==> src/rtl/writeback_arbiter.sv <==
`default_nettype none
// ============================================================================
// Module      : writeback_arbiter
// Description : Shares one register-file write port between the ALU path and
//               a 2-entry load-response FIFO, with ALU anti-starvation.
// Revision    : 1.0 - initial release
// ============================================================================
module writeback_arbiter #(
    parameter int STARVE_LIMIT = 3
) (
    input  logic        clk,
    input  logic        rst_n,
    input  logic        alu_valid,
    input  logic [4:0]  alu_rd,
    input  logic [63:0] alu_result,
    output logic        alu_ready,
    input  logic        mem_valid,
    input  logic [4:0]  mem_rd,
    input  logic [63:0] mem_data,
    output logic        mem_ready,
    output logic        rf_we,
    output logic [4:0]  rf_waddr,
    output logic [63:0] rf_wdata
);

    localparam logic [2:0] C_LIMIT = 3'(STARVE_LIMIT);

    logic [1:0]  r_count;
    logic        r_wr_ptr;
    logic        r_rd_ptr;
    logic [2:0]  r_starve_cnt;
    logic [4:0]  r_fifo_rd   [0:1];
    logic [63:0] r_fifo_data [0:1];

    logic        w_nonempty;
    logic        w_at_limit;
    logic        w_push;
    logic        w_alu_grant;
    logic        w_mem_grant;
    logic [4:0]  w_head_rd;
    logic [63:0] w_head_data;

    assign w_nonempty  = (r_count != 2'd0);
    assign w_at_limit  = (r_starve_cnt == C_LIMIT);
    assign w_head_rd   = r_fifo_rd[r_rd_ptr];
    assign w_head_data = r_fifo_data[r_rd_ptr];

    // Both readies come from registered state only, so no valid->ready path.
    assign alu_ready = !(w_nonempty && !w_at_limit);
    assign mem_ready = (r_count != 2'd2);

    assign w_push      = mem_valid && mem_ready;
    assign w_alu_grant = alu_valid && alu_ready;
    assign w_mem_grant = w_nonempty && !w_alu_grant;

    always_ff @(posedge clk or negedge rst_n) begin
        if (!rst_n) begin
            r_count      <= 2'd0;
            r_wr_ptr     <= 1'b0;
            r_rd_ptr     <= 1'b0;
            r_starve_cnt <= 3'd0;
        end else begin
            if (w_push) begin
                r_wr_ptr <= ~r_wr_ptr;
            end
            if (w_mem_grant) begin
                r_rd_ptr <= ~r_rd_ptr;
            end
            case ({w_push, w_mem_grant})
                2'b10:   r_count <= r_count + 2'd1;
                2'b01:   r_count <= r_count - 2'd1;
                default: r_count <= r_count;
            endcase
            if (alu_valid && !alu_ready) begin
                r_starve_cnt <= w_at_limit ? r_starve_cnt : r_starve_cnt + 3'd1;
            end else begin
                r_starve_cnt <= 3'd0;
            end
        end
    end

    // Payload storage needs no reset: entries are only read when counted valid.
    always_ff @(posedge clk) begin
        if (w_push) begin
            r_fifo_rd[r_wr_ptr]   <= mem_rd;
            r_fifo_data[r_wr_ptr] <= mem_data;
        end
    end

    // x0 grants consume the request but leave the write port idle and holding.
    always_ff @(posedge clk or negedge rst_n) begin
        if (!rst_n) begin
            rf_we    <= 1'b0;
            rf_waddr <= 5'd0;
            rf_wdata <= 64'd0;
        end else if (w_alu_grant) begin
            rf_we <= (alu_rd != 5'd0);
            if (alu_rd != 5'd0) begin
                rf_waddr <= alu_rd;
                rf_wdata <= alu_result;
            end
        end else if (w_mem_grant) begin
            rf_we <= (w_head_rd != 5'd0);
            if (w_head_rd != 5'd0) begin
                rf_waddr <= w_head_rd;
                rf_wdata <= w_head_data;
            end
        end else begin
            rf_we <= 1'b0;
        end
    end

endmodule
`default_nettype wire

==> config.mk <==
export PLATFORM = sky130hd
export DESIGN_NAME = writeback_arbiter
export DESIGN_NICKNAME = d
export VERILOG_FILES = /design/src/rtl/writeback_arbiter.sv
export SDC_FILE = /design/constraint.sdc
export NUM_CORES = 1
export LEC_CHECK = 0
export CAP_MARGIN = 0
export CORE_MARGIN = 2
export CORE_UTILIZATION = 45
export DETAILED_ROUTE_END_ITERATION = 16
export PLACE_DENSITY_LB_ADDON = 0.3
export SETUP_SLACK_MARGIN = 0.2
export SLEW_MARGIN = 5
export SYNTH_ARGS = -nofsm -noshare
export SYNTH_HDL_FRONTEND = slang
export SYNTH_SLANG_ARGS = --single-unit
==> constraint.sdc <==
create_clock -name clk -period 9.7 [get_ports clk]
set_clock_uncertainty 0.05 [all_clocks]
set_input_delay 1.455 -clock clk [delete_from_list [all_inputs] [get_ports clk]]
set_output_delay 1.455 -clock clk [all_outputs]
set_load 0.03 [all_outputs]
==> run summary, run 1 <==
status: complete, no violations
Main synth FF type: edfxtp_1
endpoints failing hold: 0
R2R Setup Slk: 6460 ps
antenna-violating nets left: 0
most frequent cells after synthesis: edfxtp_1 (138), mux2_2 (138), dfrtp_1 (77), mux2_4 (69), buf_2 (12)
Die X: 146 µm
post-synthesis sequential area ratio: 0.672
DRT iter0 DRCs: 139
routed via count: 4,859
CTS H-tree lvls: 1
port buffer count: 213
drc violations: 0
top cell type's share of synthesized area: 0.459
area of the core: 19,600 µm²
routing usage on met2: 0.322
die footprint: 21,200 µm²
GP Congestion: 0.729
largest net degree at the start of global routing: 78
placed cells: 935
Tot Pwr: 4.12 mW
clock latency at the later pin of the worst-skew pair: 490 ps
met1 usage: 0.216
DP Wirelength: 12.1 mm
Req. time, crit path: 8200 ps
initial cell density of the core: 0.461
Synth Warn #: 0
PostCTS Resize Cnt: 0
EDFF count, synth: 138
Peak Freq: 0.268 GHz
Setup-failing EPs final: 0
fin. max-slew vios: 0
area leader, netlist: edfxtp_1
Async SR Flop Fraction: 0.358
first-pass GRT wire length: 30.1 mm
clk sinks: 215
I/O pin count: 214
CTS tree: done
top cells by area, synth: edfxtp_1 (46%), dfrtp_1 (21%), mux2_2 (17%)
Slew headroom: 0.284
Final Core Density: 0.618
syn_nets: 620
most used routing layer: met2
final instance area: 12,100 µm²
final non-filler cell total: 974
leak pwr: 4.65 nW
maximum VDD drop: 0.192 mV
Routed WL per cell: 19.7 µm
Final nets: 839
min cycle time layout: 3730 ps
grt total ovfl: 0
worst hold path type: flip-flop to flip-flop
crit path DAT: 2220 ps
Clk pin slew, worst setup/hold paths: 60 ps
number of global-route vias before repair: 5,494
PD cells: 340 nW/µm²
cell count after synthesis: 475
initial antenna violation count: 0
share of cells above drive strength 1: 0.350
Max Root-Sink Buffers: 3
Tcrit/Tclk final: 0.384
Hold WS: 405 ps
setup tns final: 0 ps
hold_buf cts: 0
Synth cell types: 26
Startpoint Class: flip-flop
Mean Syn Cell Area: 19.0 µm²
std cell rows: 51
clk root buf: clkbuf_16
die extent in y: 146 µm
Worst Path Max Fanout: 3
Cell Area, Synth: 9030 µm²
n_diodes: 0
Detailed Route WL: 19.2 mm
DR vias/cell: 4.99
setup bufs post-CTS: 0
maxcap violations: 0
type of the worst setup path: flip-flop to output port
drt pass-1 iters: 4
Seq cells post-synth: 215
RSZ-0062 raised after global routing: no
synthesis-to-finish area growth: 33.9%
Placed Area: 11,400 µm²
CTS Buf Count: 22
PnR worst setup slack: 5970 ps
dpl ws: 5510 ps
actual slew at the worst max-slew pin: 1070 ps
crit end category: output port
global routing usage on met3: 0.0370
gr usage total: 0.178
-- final timing paths --
| path | start | end | cells past startpoint |
|---|---|---|---|
| setup / recovery | r_starve_cnt[0] | alu_ready | 5 |
| hold / removal | r_starve_cnt[0] | r_starve_cnt[0] | 1 |
| setup reg to reg | r_rd_ptr | rf_wdata[29] | 5 |
| hold reg to reg | r_starve_cnt[0] | r_starve_cnt[0] | 1 |
| max in group asynchronous | rst_n | r_rd_ptr | 1 |
| min in group asynchronous | rst_n | rf_wdata[8] | 1 |
-- critical path, stage by stage, from the launching register on --
cell and delay [ps]:
dfrtp_1 390, ha_1 210, ha_1 240, nor2_1 210, inv_1 80, clkdlybuf4s50_1 600
-- cell families (layout without fill, tap and decap cells) --
kind of cell,count (synthesis),count (layout),synth area share
compound gates,4,4,0.00388
xor+xnor,5,5,0.00485
fa+ha+maj,3,3,0.00416
buf+inv,24,258,0.0183
flops,215,215,0.672
mux,207,207,0.287
simple gates,17,17,0.00998
-- flip-flops by register name, indices dropped and copies added (netlist names) --
register and cells:
r_count 2, r_rd_ptr 1, rf_we 1, rf_wdata 64
r_fifo_data 128, r_fifo_rd 10, r_wr_ptr 1, rf_waddr 5
r_starve_cnt 3
-- metal layers --
metal	vias to the layer above	routed length [µm]
li1	2238	-
met1	2461	7690
met2	126	10100
met3	34	933
met4	0	443
met5	-	0
-- where the power goes --
part	leakage [nW]	internal, mW	switching (mW)
clock	0.343	0.481	0.333
combinational	2.13	0.992	0.801
sequential	2.18	1.31	0.199
-- layout by cell type, fill, tap and decap left out, drive strengths merged, types with 3 or more instances in the layout --
| cell | instances |
|---|---|
| xnor2 | 3 |
| edfxtp | 138 |
| dfrtp | 77 |
| clkbuf | 31 |
| nor2 | 7 |
| clkdlybuf4s50 | 212 |
| mux2 | 207 |
| clkinv | 7 |
| buf | 5 |
| ha | 3 |
-- cell type report --
cell class	count	area, µm²
clock buffers	31	636
inverters	2	7.51
fillers	1476	7490
flip-flops and latches	215	6070
repair buffers	217	2160
clock inverters	8	60.1
well taps	265	332
multi-input cells	236	2830
(Power assumes the default switching activity.)
==> run 2: changes to the inputs <==
clock period = 3.3 ns   (was 9.7 ns; I/O delays follow)
==> run 2 against run 1 <==
Against the previous run:
- routed wire length grew 0.25%
- worst setup slack got worse by 5400 ps
- sequential share of layout area is 0.51 points lower
- final area increased by 1.0%
- final cell count is 0.92% higher
- register-to-register slack worse by 5800 ps
- die area did not move
- critical path depth unchanged
- largest power group unchanged
==> run summary, run 2 (synthesis results as in run 1) <==
status: complete, no violations
Clk pin slew, worst setup/hold paths: 60 ps
final instance area: 12,200 µm²
leak pwr: 4.71 nW
n_diodes: 0
synthesis-to-finish area growth: 35.3%
largest reg by FF count: r_fifo_data
Routed WL per cell: 19.5 µm
PostCTS Resize Cnt: 0
Tcrit/Tclk final: 0.829
Slew headroom: 0.332
min cycle time layout: 2730 ps
Top Metal Used: met4
M1 wire length: 7.71 mm
worst hold path type: input port to asynchronous set/reset pin
met3 wire length: 1.03 mm
DR vias/cell: 4.96
Detailed Route WL: 19.2 mm
PD cells: 1010 nW/µm²
gr usage total: 0.183
CTS tree: done
Placed Area: 11,500 µm²
DP Wirelength: 12.4 mm
CTS H-tree lvls: 1
endpoints failing hold: 0
final non-filler cell total: 983
area of the core: 19,600 µm²
Final nets: 846
initial cell density of the core: 0.461
Setup-failing EPs final: 0
drt pass-1 iters: 4
maxcap violations: 0
number of flip-flops in the largest register: 128
Peak Freq: 0.366 GHz
actual slew at the worst max-slew pin: 1000 ps
RSZ-0062 raised after global routing: no
Slowest-stage cell, CP: clkdlybuf4s50_1
largest registers: r_fifo_data: 128 flops, rf_wdata: 64 flops, r_fifo_rd: 10 flops
crit-path max cell delay: 620 ps
crit end category: output port
largest net degree at the start of global routing: 71
Startpoint Class: flip-flop
CTS Buf Count: 23
clock latency at the later pin of the worst-skew pair: 510 ps
initial antenna violation count: 1
Req. time, crit path: 2750 ps
met2 routed WL: 10.3 mm
Hold WS: 117 ps
PnR worst setup slack: 565 ps
hold_buf cts: 0
clk sinks: 215
first-pass GRT wire length: 30.7 mm
clk root buf: clkbuf_16
worst path cell trace: ha_1, ha_1, nor2_1, inv_1, clkdlybuf4s50_1
Final Core Density: 0.624
fin. max-slew vios: 0
Tot Pwr: 12.3 mW
Worst Path Max Fanout: 3
setup bufs post-CTS: 0
most used cell, CP: ha_1
Max Root-Sink Buffers: 3
type of the worst setup path: flip-flop to output port
number of global-route vias before repair: 5,456
Die X: 146 µm
port buffer count: 213
share of cells above drive strength 1: 0.361
most frequent cells in the layout: clkdlybuf4s50_1 (212), mux2_2 (138), edfxtp_1 (138), dfrtp_1 (76), mux2_4 (69)
routed via count: 4,876
placed cells: 941
crit path DAT: 2190 ps
std cell rows: 51
I/O pin count: 214
most common cell after layout, fill and taps aside: clkdlybuf4s50_1
maximum VDD drop: 0.597 mV
antenna-violating nets left: 0
dpl ws: 463 ps
die extent in y: 146 µm
die footprint: 21,200 µm²
DRT iter0 DRCs: 165
setup tns final: 0 ps
grt total ovfl: 0
GP Congestion: 0.748
drc violations: 0
-- run 2: report_power, final --
| group | total, mW | internal (mW) | leakage, nW | switching, mW |
|---|---|---|---|---|
| Sequential | 4.30 | 3.85 | 2.18 | 0.448 |
| Clock | 2.53 | 1.51 | 0.365 | 1.02 |
| Combinational | 5.46 | 2.96 | 2.16 | 2.50 |
-- run 2: final timing paths --
check                           cells after the start         endpoint            start  slack (ps)
worst max-delay path                                5        alu_ready  r_starve_cnt[0]         570
worst min-delay path                                1     rf_wdata[20]            rst_n         120
worst max register to register                      5     rf_wdata[37]         r_rd_ptr         710
worst min register to register                      1  r_starve_cnt[0]  r_starve_cnt[0]         390
max in group asynchronous                           1         r_rd_ptr            rst_n        2340
min in group clk                                    1  r_starve_cnt[0]  r_starve_cnt[0]         390
-- run 2: layout make-up --
type | count | area (µm²)
clock buffers | 25 | 583
clock inverters | 17 | 166
fillers | 1424 | 7370
inverters | 2 | 7.51
multi-input cells | 236 | 2830
flip-flops and latches | 215 | 6070
well taps | 265 | 332
repair buffers | 223 | 2230
-- run 2: critical path, delay by kind of cell (launching register included) --
kind | cells | cell delay (ps)
buffers and inverters | 2 | 680
DFF | 1 | 390
and+or+nand+nor | 1 | 190
adders and majority gates | 2 | 440
-- run 2: layer usage --
layer | vias to the layer above | track usage
li1 | 2259 | -
met2 | 129 | 0.327
met3 | 19 | 0.0411
met5 | - | 0
met4 | 0 | 0.0392
met1 | 2469 | 0.227
